--- config.mk ---
export PLATFORM = sky130hd
export DESIGN_NAME = alu_mux_ctrl_flat
export DESIGN_NICKNAME = d
export VERILOG_FILES = /design/src/rtl/alu_pkg.sv /design/src/rtl/alu_mux_ctrl_if.sv /design/src/rtl/alu_mux_ctrl.sv /design/src/flat_wrapper.sv
export SDC_FILE = /design/constraint.sdc
export NUM_CORES = 1
export LEC_CHECK = 0
export ABC_AREA = 1
export CAP_MARGIN = 20
export CORE_MARGIN = 2
export CORE_UTILIZATION = 50
export CTS_BUF_LIST = sky130_fd_sc_hd__clkbuf_4
export DETAILED_ROUTE_END_ITERATION = 10
export GPL_TIMING_DRIVEN = 1
export HOLD_SLACK_MARGIN = 0.02
export PLACE_DENSITY_LB_ADDON = 0.1
export SETUP_SLACK_MARGIN = 0.2
export SYNTH_ARGS = -nofsm -noshare
export SYNTH_HDL_FRONTEND = slang
export SYNTH_SLANG_ARGS = --single-unit
--- constraint.sdc ---
create_clock -name clk -period 2 [get_ports clk]
set_input_delay 0.4 -clock clk [delete_from_list [all_inputs] [get_ports clk]]
set_output_delay 0.4 -clock clk [all_outputs]
set_load 0.1 [all_outputs]
--- src/rtl/alu_pkg.sv ---
// alu_pkg: shared mux geometry and FSM state type for the ALU result mux control stage
package alu_pkg;
    localparam int SEL_W  = 2;
    localparam int DATA_W = 4;
    localparam int NUM_IN = 2**SEL_W;
    typedef enum logic [1:0] {IDLE, SETTLE, DONE} state_t;
endpackage

--- src/rtl/alu_mux_ctrl_if.sv ---
// alu_mux_ctrl_if: command, mux and result signals of alu_mux_ctrl
//   cmd_*  : command handshake (valid/ready, start select, sweep flag)
//   selMUX : select driven to the mux, M : mux output sampled back
//   res_*  : result handshake (valid/ready, packed slots, captured-slot mask)
//   busy   : controller not idle
//   slave  : controller view, master : environment view
interface alu_mux_ctrl_if;
    import alu_pkg::*;
    logic                     cmd_valid;
    logic                     cmd_ready;
    logic [SEL_W-1:0]         cmd_sel;
    logic                     cmd_sweep;
    logic [SEL_W-1:0]         selMUX;
    logic [DATA_W-1:0]        M;
    logic                     res_valid;
    logic                     res_ready;
    logic [NUM_IN*DATA_W-1:0] res_data;
    logic [NUM_IN-1:0]        res_mask;
    logic                     busy;
    modport slave (
        input  cmd_valid, cmd_sel, cmd_sweep, M, res_ready,
        output cmd_ready, selMUX, res_valid, res_data, res_mask, busy
    );
    modport master (
        output cmd_valid, cmd_sel, cmd_sweep, M, res_ready,
        input  cmd_ready, selMUX, res_valid, res_data, res_mask, busy
    );
endinterface

--- src/rtl/alu_mux_ctrl.sv ---
// alu_mux_ctrl: drives the ALU result mux select and captures its output per command
//   clk, rst_n : clock, asynchronous active-low reset
//   bus        : alu_mux_ctrl_if.slave (command in, select out, M in, result out, busy)
//   SETTLE_CYCLES : cycles selMUX is held before M is sampled (>= 1)
module alu_mux_ctrl
    import alu_pkg::*;
#(
    parameter int SETTLE_CYCLES = 1
) (
    input  logic          clk,
    input  logic          rst_n,
    alu_mux_ctrl_if.slave bus
);
    localparam int CNT_W = $clog2(SETTLE_CYCLES + 1);
    localparam logic [CNT_W-1:0] SETTLE_LAST = CNT_W'(SETTLE_CYCLES - 1);
    localparam logic [SEL_W-1:0] STEP_LAST = SEL_W'(NUM_IN - 1);
    state_t                   r_state;
    logic [SEL_W-1:0]         r_sel;
    logic                     r_sweep;
    logic [CNT_W-1:0]         r_settle;
    logic [SEL_W-1:0]         r_step;
    logic [NUM_IN*DATA_W-1:0] r_data;
    logic [NUM_IN-1:0]        r_mask;
    logic                     r_valid;
    logic                     w_sample;
    logic                     w_last;
    assign w_sample = (r_settle == SETTLE_LAST);
    assign w_last   = !r_sweep || (r_step == STEP_LAST);
    always_ff @(posedge clk or negedge rst_n) begin
        if (!rst_n) begin
            r_state  <= IDLE;
            r_sel    <= '0;
            r_sweep  <= 1'b0;
            r_settle <= '0;
            r_step   <= '0;
            r_data   <= '0;
            r_mask   <= '0;
            r_valid  <= 1'b0;
        end else begin
            case (r_state)
                IDLE: if (bus.cmd_valid) begin
                    r_sel    <= bus.cmd_sel;
                    r_sweep  <= bus.cmd_sweep;
                    r_data   <= '0;
                    r_mask   <= '0;
                    r_settle <= '0;
                    r_step   <= '0;
                    r_state  <= SETTLE;
                end
                SETTLE: begin
                    r_settle <= r_settle + CNT_W'(1);
                    if (w_sample) begin
                        // slot placement follows the select value, not the sweep step
                        r_data[r_sel*DATA_W +: DATA_W] <= bus.M;
                        r_mask[r_sel] <= 1'b1;
                        if (w_last) begin
                            r_valid <= 1'b1;
                            r_state <= DONE;
                        end else begin
                            r_sel    <= r_sel + SEL_W'(1);
                            r_step   <= r_step + SEL_W'(1);
                            r_settle <= '0;
                        end
                    end
                end
                DONE: if (bus.res_ready) begin
                    r_valid <= 1'b0;
                    r_state <= IDLE;
                end
                default: r_state <= IDLE;
            endcase
        end
    end
    assign bus.cmd_ready = (r_state == IDLE);
    assign bus.busy      = (r_state != IDLE);
    assign bus.selMUX    = r_sel;
    assign bus.res_valid = r_valid;
    assign bus.res_data  = r_data;
    assign bus.res_mask  = r_mask;
endmodule

--- src/flat_wrapper.sv ---
// flat-port wrapper written by rule: the top's interface ports become plain ports
module alu_mux_ctrl_flat import alu_pkg::*;
#(
    parameter int SETTLE_CYCLES = 1
)
  (clk, rst_n, bus_cmd_valid, bus_cmd_sel, bus_cmd_sweep, bus_M, bus_res_ready, bus_cmd_ready, bus_selMUX, bus_res_valid, bus_res_data, bus_res_mask, bus_busy);
  alu_mux_ctrl_if bus_i ();
  input  logic clk;
  input  logic rst_n;
  input wire logic [$bits(bus_i.cmd_valid)-1:0] bus_cmd_valid;
  input wire logic [$bits(bus_i.cmd_sel)-1:0] bus_cmd_sel;
  input wire logic [$bits(bus_i.cmd_sweep)-1:0] bus_cmd_sweep;
  input wire logic [$bits(bus_i.M)-1:0] bus_M;
  input wire logic [$bits(bus_i.res_ready)-1:0] bus_res_ready;
  output wire logic [$bits(bus_i.cmd_ready)-1:0] bus_cmd_ready;
  output wire logic [$bits(bus_i.selMUX)-1:0] bus_selMUX;
  output wire logic [$bits(bus_i.res_valid)-1:0] bus_res_valid;
  output wire logic [$bits(bus_i.res_data)-1:0] bus_res_data;
  output wire logic [$bits(bus_i.res_mask)-1:0] bus_res_mask;
  output wire logic [$bits(bus_i.busy)-1:0] bus_busy;
  assign bus_i.cmd_valid = bus_cmd_valid;
  assign bus_i.cmd_sel = bus_cmd_sel;
  assign bus_i.cmd_sweep = bus_cmd_sweep;
  assign bus_i.M = bus_M;
  assign bus_i.res_ready = bus_res_ready;
  assign bus_cmd_ready = bus_i.cmd_ready;
  assign bus_selMUX = bus_i.selMUX;
  assign bus_res_valid = bus_i.res_valid;
  assign bus_res_data = bus_i.res_data;
  assign bus_res_mask = bus_i.res_mask;
  assign bus_busy = bus_i.busy;
  alu_mux_ctrl #(.SETTLE_CYCLES(SETTLE_CYCLES)) u_core (.clk(clk), .rst_n(rst_n), .bus(bus_i));
endmodule
## Yosys cells after proc, flatten, opt, wreduce, memory -nomap -nowiden

Cells that the tools add are included.

| word-level totals | value |
|---|---|
| flip-flop bits (word level) | 29 |

| operators by class | value |
|---|---|
| $add $sub $neg | 4 |
| eq/ne operators | 8 |
| magnitude comparators | 2 |
| reduce and logical (&&, ||, !) cells | 13 |
| shift operators | 2 |
| bitwise gates (word level) | 1 |
| multiplexer cells | 30 |

Operators with widths:

| kind | number |
|---|---|
| negator 4 -> 34 bit | 1 |
| variable shift 4 x 34 -> 16 bit (first input constant) | 1 |
| variable part select 4 x 34 -> 16 bit | 1 |
| 2-to-1 mux 16 bit | 2 |
| case mux 16 bit (2 select lines) | 1 |
| 2-to-1 mux 2 bit | 10 |
| bitwise mux 16 bit | 1 |
| AND reduction 4 bit | 3 |
| 2-to-1 mux 4 bit | 2 |
| inequality test 2 bit (second input constant) | 4 |
| case mux 2 bit (2 select lines) | 2 |
| case mux 4 bit (2 select lines) | 1 |
| 2-to-1 mux 1 bit | 7 |
| case mux 2 bit (3 select lines) | 1 |
| nonzero test 2 bit | 3 |
| adder 2 x 1 -> 2 bit (second input constant) | 2 |
| equality test 2 bit (second input constant) | 2 |
| OR 4 bit | 1 |
| case mux 1 bit (2 select lines) | 2 |
| AND reduction 2 bit | 2 |
| less-than comparator 2 x 3 -> 1 bit (second input constant) | 1 |
| AND reduction 3 bit | 1 |
| demux 1 bit (select 2 bit) | 1 |
| equality test 2 x 1 -> 1 bit (second input constant) | 1 |
| 7 further kinds | 7 |

## Depth between registers and ports, before layout

Gate-level depths: netlist of the first run.

| logic depth | value |
|---|---|
| depth after elaboration | 7 |
| depth in mapped cells | 7 |
| depth with buffers taken out | 7 |

## Worst setup path before layout of the first run

No wires, ideal clock.

| timing | value |
|---|---|
| path type | reg-to-output |
| from | register u_core.r_state[0] |
| to | output port bus_busy |
| buffers on the path | 0 |
| stages on the path, launching flop included | 3 |
| arrival | 2.039 ns |
| setup slack | -0.439 ns |
| cell sequence | dfrtp_1 nor2_2 inv_1 |

| on the way | value |
|---|---|
| longest elaborated chain between the ends | 1 |

Ends and longest elaborated chain:

| what | RTL line | text |
|---|---|---|
| start: declaration | alu_mux_ctrl.sv:17 | `state_t r_state;` |
| start signal: assignment | alu_mux_ctrl.sv:31 | `r_state <= IDLE;` |
| start signal: assignment | alu_mux_ctrl.sv:48 | `r_state <= SETTLE;` |
| start signal: assignment | alu_mux_ctrl.sv:58 | `r_state <= DONE;` |
| nonzero test 2 bit | alu_mux_ctrl.sv:75 | `assign bus.busy = (r_state != IDLE);` |
| end: declaration | flat_wrapper.sv:20 | `output wire logic [$bits(bus_i.busy)-1:0] bus_busy;` |

No other way between the ends.

## Worst setup path in the final report of the first run

Ends and elaborated chain as after synthesis.

==> results.cfg, run 1 <==
[run_status]
outcome = completed

[worst_hold_path]
hp-class = in -> async

[timing]
worst-slew-pin-transition_ns = 0.362
fin_skew_ns = 0.00523
setup_viol = 0
fin_tns_setup_ns = 0
fmax_mhz = 599
finalCritPeriodShare_pct = 83.5
relSlewSlack_pct = 75.9
finalMaxSlewViolations = 0
hold_viol = 0
grt_setup_unrepaired = false
fin_crit_ns = 1.67

[placed_design]
place_inst = 251
place.gp.congestion = 0.916
dpl.hpwl_um = 2520
placed_area_um2 = 1850
io_buffers = 35

[detailed_routing]
ant_nets = 0
initialDrtViolationCount = 72
wl_per_cell_um = 12.9
drt-total-wl_um = 3340
via_count = 1340
vias_per_cell = 5.17
dr.pass1.iters = 4
drc = 0

[clock_tree]
hold_buffers = 0
clk_pin_slew_worst_paths_ns = 0.08
cts-root-buf = clkbuf_4
cts_tree = done
insertion_delay_ns = 0.33
cts_buffer_depth = 2
clock-sinks = 29
cts_setup_buffers = 0
cts-buffers-inserted = 5
cts_max_level = 2

[setup_path]
crit_cells = 3
reg2reg_depth = 6
worstPathRequired_ns = 1.60
end_kind = output port
cpPeakStageDelay_ns = 0.48
startpoint_type = register
cpLargestDelayFamily = flip-flops
crit_fanout = 7
cp.arrival_ns = 1.27
worstSetupPathType = reg -> out
cp.buffers_inverters = 2
path_cells = nor2_4 -> inv_1 -> buf_12
cpMaxStageDelayCell = dfrtp_1

[floorplan]
core-area_um2 = 2780
rows = 19
start_util_pct = 53.5
num_io_pins = 36
dieArea_um2 = 3430
die_w_um = 58.5
die_h_um = 58.5

[layout]
areaGrowthSynthToFinish_pct = 29.4
fill_cells = 250
layout-drive-gt1-share_pct = 20.2
stdcell_area_um2 = 1930
layout.nets = 246
fin_cells = 259
n_antenna_cell = 0

[global_route]
use_met2_pct = 37.2
grt_usage_pct = 22.9
busiest_layer = met2
grtUsageMet1_pct = 28.0
grt_max_degree = 30
grtUsageMet3_pct = 7.25
grt_antenna_before_repair = 0
overflow = 0
grt_pass1_vias = 1304
grt_pass1_wl_um = 5730

[yosys]
yosysWarnings = 0
ys_ff_latch = 29
syn_inst = 186
avgSynthCellArea_um2 = 8.00
mappedNetlistArea_um2 = 1490
synth.distinct_cells = 22
ys_top_cells_by_area = dfrtp_1 49%, nand2_1 18%, ha_1 6.7%
yosysTopAreaCell = dfrtp_1
syn_nets = 205
seq_area_frac_synth_pct = 48.8
synth_top_area_share_pct = 48.8

[power]
max-vdd-ir-drop_mv = 1.28
cellPowerDensity_nw_per_um2 = 1740
p_leak_nw = 1.05

[job]
max-cap-violations = 0
## kinds of logic (layout without fill, tap and decap cells)
group / Yosys count / after routing / share of synthesized area [%]
and+or+nand+nor: 117 / 117 / 34.1
DFF: 29 / 29 / 48.8
buffers and inverters: 19 / 61 / 5.38
AOI/OAI and AO/OA: 13 / 13 / 4.96
adders and majority gates: 8 / 8 / 6.73
## Yosys cell counts
cell,n
or2_1,1
nor2_1,8
inv_1,16
o21ai_1,4
buf_2,1
nor2_2,2
inv_2,1
nand2_4,1
nand4_1,5
buf_6,1
a21oi_1,3
nor3_1,8
nand2_2,3
or2_2,1
a21oi_2,1
dfrtp_1,29
nand2_1,71
a31oi_1,2
o31ai_1,1
ha_1,8
o21ai_0,2
nand3_1,17
## path summary, 6_finish.rpt
check / from / to / slack, ns
max: u_core.r_state[0] / bus_busy / 0.33
min: rst_n / u_core.bus.res_data[8] / 0.45
max reg2reg: u_core.bus.selMUX[0] / u_core.bus.res_data[8] / 0.36
min reg2reg: u_core.bus.res_data[12] / u_core.bus.res_data[12] / 0.47
max in group asynchronous: rst_n / u_core.bus.selMUX[0] / 1.24
min in group clk: u_core.bus.res_data[12] / u_core.bus.res_data[12] / 0.47
## state kept, by name (all words and copies together), names as in the netlist
name                  cells
u_core.r_settle           1
u_core.bus.res_valid      1
u_core.r_state            2
u_core.bus.res_mask       4
u_core.bus.selMUX         2
u_core.r_sweep            1
u_core.bus.res_data      16
u_core.r_step             2
## routing by layer
metal	share of wire, %	routed length [um]	up-vias
met3	7.2	240	6
met5	0	0	-
met2	49	1620	46
met4	1.7	58	0
met1	42	1420	609
li1	-	-	679
## where the power goes
part	internal (mW)	switching [mW]	leakage, nW
Clock	0.180	0.186	0.0368
Sequential	0.727	0.136	0.386
Combinational	0.552	1.56	0.626
Total	1.46	1.88	1.05
## repair_timing
action	4_1_cts	5_1_grt
resized for setup	0	2
setup endpoints to repair	0	10
endpoints found under the hold margin	0	0
## layout make-up
cell class	count	area [um^2]	share of cell area, %
tap	31	38.8	2.01
multi-input combinational	138	699	36.3
sequential	29	731	37.9
clock buffer	8	60.1	3.12
inverter	17	63.8	3.31
timing repair buffer	36	333	17.3
## cell usage in the layout (no fill, tap or decap)
cell type,count
nand4_1,5
a21oi_2,1
clkbuf_4,8
or2_1,1
or2_2,1
buf_4,23
dfrtp_1,27
inv_2,1
ha_4,1
nor2_1,8
nor2_2,1
nand2_2,3
dfrtp_4,1
ha_1,7
o21ai_1,4
nand3_1,17
o21ai_0,2
dfrtp_2,1
buf_12,3
nand2_4,1
a31oi_1,2
inv_1,16
nand2_1,71
a21oi_1,3
nor3_1,8
o31ai_1,1
clkdlybuf4s50_1,10
nor2_4,1
## metrics by stage
step	power, mW	utilization, %	hold WS [ns]	worst slack [ns]
2_1_floorplan	2.42	-	0.104	0.0184
3_3_place_gp	2.88	66.6	0.460	0.405
3_5_place_dp	2.93	66.6	0.460	0.302
4_1_cts	3.31	68.8	0.451	0.273
5_1_grt	3.56	69.2	0.469	0.222
6_report	3.34	69.2	0.449	0.329
Power figures use the tool's default switching activity.
==> inputs of run 2 (changes only) <==
clock period = 1.7 ns   (was 2 ns; I/O delays follow)
==> results.cfg, run 2 (synthesis results as in run 1) <==
[global_route]
busiest_layer = met2
grt_antenna_before_repair = 0
overflow = 0
grt_pass1_vias = 1423
grt_pass1_wl_um = 6420
grtUsageMet3_pct = 4.40
grt_max_degree = 30
grt_usage_pct = 25.1
grtUsageMet1_pct = 30.7
use_met2_pct = 42.7

[layout]
layout_commonest_cell = nand2_1
final_cell_mix = 70 x nand2_1, 26 x buf_12, 26 x dfrtp_1
largest_reg_flops = 16
fill_cells = 159
areaGrowthSynthToFinish_pct = 57.7
n_antenna_cell = 0
multi_input_area_um2 = 742
finish.utilization_pct = 84.3
seqCellArea_um2 = 734
layout-drive-gt1-share_pct = 29.7
layout.nets = 257

[clock_tree]
clock-sinks = 29
cts_tree = done
cts_buffer_depth = 2
cts-root-buf = clkbuf_4
insertion_delay_ns = 0.33
clk_pin_slew_worst_paths_ns = 0.09
hold_buffers = 0
cts_max_level = 2
cts-buffers-inserted = 5

[placed_design]
place.gp.congestion = 0.919
dp_slack_ns = 0.0882
dpl.hpwl_um = 2640
io_buffers = 35

[power]
max-vdd-ir-drop_mv = 1.91
cellPowerDensity_nw_per_um2 = 1970
total_power_mw = 4.62
p_leak_nw = 1.17

[timing]
setup_viol = 0
setup_ws_ns = 0.144
finalMaxSlewViolations = 0
finalCritPeriodShare_pct = 91.5
worst-slew-pin-transition_ns = 0.315
grt_setup_unrepaired = true
fmax_mhz = 643
fin_skew_ns = 0.00367
hold_viol = 0
relSlewSlack_pct = 78.8
fin_crit_ns = 1.56
whs_ns = 0.360

[setup_path]
crit_fanout = 7
r2r-end = u_core.bus.res_data[5]
worstSetupPathType = reg -> reg
reg2reg_from = u_core.bus.selMUX[1]
end_kind = register
startpoint_type = register
cp.arrival_ns = 1.83
worstPathRequired_ns = 1.98
r2r_setup_slack_ns = 0.14
reg2reg_depth = 6

[detailed_routing]
ant_nets = 0
vias_per_cell = 5.67
drt-total-wl_um = 4270
drc = 0
dr.pass1.iters = 8
via_count = 1530
wl_per_cell_um = 15.8
initialDrtViolationCount = 79

[floorplan]
die_h_um = 58.5
rows = 19
core-area_um2 = 2780
start_util_pct = 53.5
num_io_pins = 36
die_w_um = 58.5
dieArea_um2 = 3430

[job]
max-cap-violations = 0

[run_status]
outcome = completed

[worst_hold_path]
hp-class = in -> async
## run 2: stage by stage
step / cells / setup TNS, ns / instance area, um^2
final: 270 / 0 / 2350
after CTS: 264 / 0 / 2250
after detailed placement: 251 / 0 / 2140
after global routing: 270 / 0 / 2350
after global placement: 251 / 0 / 2140
after floorplan: 186 / -0.532 / 1500
## run 2: worst max-delay path: stages, from the launching register on
cell	delay (ns)
dfrtp_4	0.47
clkinvlp_4	0.16
ha_4	0.35
nand4_1	0.19
nor2_1	0.18
nand3_1	0.09
nand2_1	0.06
## run 2: repair_timing
item                                    in CTS  in global routing
pin swaps                                    1                  4
gates cloned                                 0                  0
buffers inserted                             5                  6
endpoints found under the setup margin      19                 22
gates resized for setup                      3                 15
## run 2: power breakdown
group          switching [mW]  internal, mW  total, mW
clock                   0.237         0.190      0.427
combinational            2.07          1.08       3.15
sequential              0.173         0.863       1.04
total                    2.48          2.13       4.62
## run 2: final cells by class
type                            instances  area share [%]
Inverter                               17            2.88
Clock buffer                            7            2.24
Tap cell                               31            1.65
Clock inverter                          1           0.160
Sequential cell                        29            31.3
Multi-Input combinational cell        138            31.6
Timing Repair Buffer                   47            30.1
## run 2: worst max path at each step
| stage | startpoint | end | slack, ns |
|---|---|---|---|
| after floorplan | u_core.r_state[0] | bus_busy | -0.22 |
| after global placement | u_core.bus.selMUX[0] | u_core.bus.res_data[10] | 0.18 |
| after detailed placement | u_core.bus.selMUX[0] | u_core.bus.res_data[5] | 0.09 |
| after CTS | u_core.bus.selMUX[1] | u_core.bus.res_data[5] | 0.20 |
| after global routing | u_core.bus.selMUX[1] | u_core.bus.res_data[5] | 0.08 |
| final | u_core.bus.selMUX[1] | u_core.bus.res_data[5] | 0.14 |
## run 2: layer usage
metal | share of wire, % | wire length, um
met5 | 0 | 0
met4 | 3.4 | 146
met3 | 8.1 | 344
met2 | 50 | 2140
met1 | 38 | 1640
==> inputs of run 3 (changes only) <==
CELL_PAD_IN_SITES_DETAIL_PLACEMENT = 1   (was unset)
CELL_PAD_IN_SITES_GLOBAL_PLACEMENT = 1   (was unset)
CORE_UTILIZATION = 37   (was 50)
==> results.cfg, run 3 (synthesis results as in run 1) <==
[run_status]
outcome = completed

[clock_tree]
clock-sinks = 29
clk_pin_slew_worst_paths_ns = 0.10
cts-buffers-inserted = 5
hold_buffers = 0
cts_buffer_depth = 2
cts_max_level = 2
cts_tree = done
cts-root-buf = clkbuf_4
insertion_delay_ns = 0.35

[setup_path]
cpMaxStageDelayCell = dfrtp_2
worstPathRequired_ns = 1.36
cp.buffers_inverters = 2
r2r_setup_slack_ns = 0.24
cpLargestDelayFamily = flip-flops
crit_fanout = 3
startpoint_type = register
cp.arrival_ns = 1.21
cpPeakStageDelay_ns = 0.44
worstSetupPathType = reg -> out
reg2reg_from = u_core.bus.selMUX[0]
path_cells = nor2_4 -> inv_2 -> buf_12
crit_start = u_core.r_state[0]
end_kind = output port

[placed_design]
place.gp.congestion = 0.836
placed_area_um2 = 2160
dpl.hpwl_um = 3300
io_buffers = 35

[layout]
areaGrowthSynthToFinish_pct = 62.5
layout.nets = 260
seqCellArea_um2 = 734
layout-drive-gt1-share_pct = 32.2
stdcell_area_um2 = 2420
multi_input_area_um2 = 779
n_antenna_cell = 0
layout_commonest_cell = nand2_1
largest_reg_flops = 16
final_cell_mix = 70 x nand2_1, 26 x dfrtp_1, 25 x buf_12
fill_cells = 436

[power]
cellPowerDensity_nw_per_um2 = 2000
p_leak_nw = 1.20
max-vdd-ir-drop_mv = 2.01

[detailed_routing]
drt-total-wl_um = 4930
via_count = 1529
vias_per_cell = 5.24
dr.pass1.iters = 5
wl_per_cell_um = 16.9
ant_nets = 0
drc = 0
initialDrtViolationCount = 54

[floorplan]
dieArea_um2 = 4540
start_util_pct = 37.7
die_h_um = 67.4
num_io_pins = 36
core-area_um2 = 3940
rows = 23
die_w_um = 67.4

[timing]
whs_ns = 0.372
grt_setup_unrepaired = true
finalCritPeriodShare_pct = 91.0
relSlewSlack_pct = 74.7
fin_skew_ns = 0.0152
setup_viol = 0
hold_viol = 0
fmax_mhz = 647
finalMaxSlewViolations = 0
fin_crit_ns = 1.55
worst-slew-pin-transition_ns = 0.380

[global_route]
overflow = 0
grt_usage_pct = 22.0
grt_max_degree = 30
grt_pass1_wl_um = 7330
grt_antenna_before_repair = 0
grt_pass1_vias = 1558

[worst_hold_path]
hp-class = in -> async

[job]
max-cap-violations = 0
[run 3: cell types whose count changed in the layout (fill, tap and decap cells not counted), moves of 2 or more]
cell | before | now
buf_4 | 10 | 12
clkinv_2 | 0 | 2
o21ai_1 | 4 | 2
inv_4 | 0 | 2
o21ai_2 | 0 | 2
[run 3: where the power goes]
part	total, mW	leakage [nW]	internal (mW)	switching, mW
Clock	0.430	0.0354	0.173	0.257
Combinational	3.36	0.776	1.16	2.20
Sequential	1.03	0.385	0.863	0.170
Total	4.83	1.20	2.20	2.63
[run 3: repair_timing]
item,in CTS,in global routing
setup endpoints to repair,22,25
pin swaps,1,6
resized for setup,12,16
cloned,0,1
buffers inserted,3,9
[run 3: cell type report]
cell class                      count  area share, %
Timing Repair Buffer               49           29.7
Inverter                           17           2.85
Clock inverter                      2          0.414
Clock buffer                        6           1.86
Multi-Input combinational cell    139           32.2
Tap cell                           50           2.59
Sequential cell                    29           30.4
[run 3: through the flow]
step	util (%)	TNS, ns	instances	power, mW	worst slack [ns]
2_1_floorplan	-	-0.532	186	2.86	-0.222
3_5_place_dp	54.8	-0.0358	271	3.81	-0.0358
3_3_place_gp	54.8	0	271	3.71	0.120
4_1_cts	57.9	0	282	4.42	0.139
6_report	61.3	0	292	4.83	0.154
5_1_grt	61.3	0	292	5.09	0.0949
[run 3: worst paths after layout]
kind,to,cells after the start
min in group clk,u_core.r_step[1],2
hold / removal,u_core.bus.res_data[1],2
max in group asynchronous,u_core.bus.selMUX[1],2
setup reg to reg,u_core.bus.res_data[9],6
hold reg to reg,u_core.r_step[1],2
setup / recovery,bus_busy,3
[run 3: metal layers]
| layer | vias to the layer above | track usage [%] | wire [um] |
|---|---|---|---|
| met2 | 41 | 40.3 | 2670 |
| li1 | 714 | - | - |
| met3 | 13 | 5.67 | 258 |
| met5 | - | 0 | 0 |
| met1 | 761 | 24.9 | 1870 |
| met4 | 0 | 6.89 | 133 |
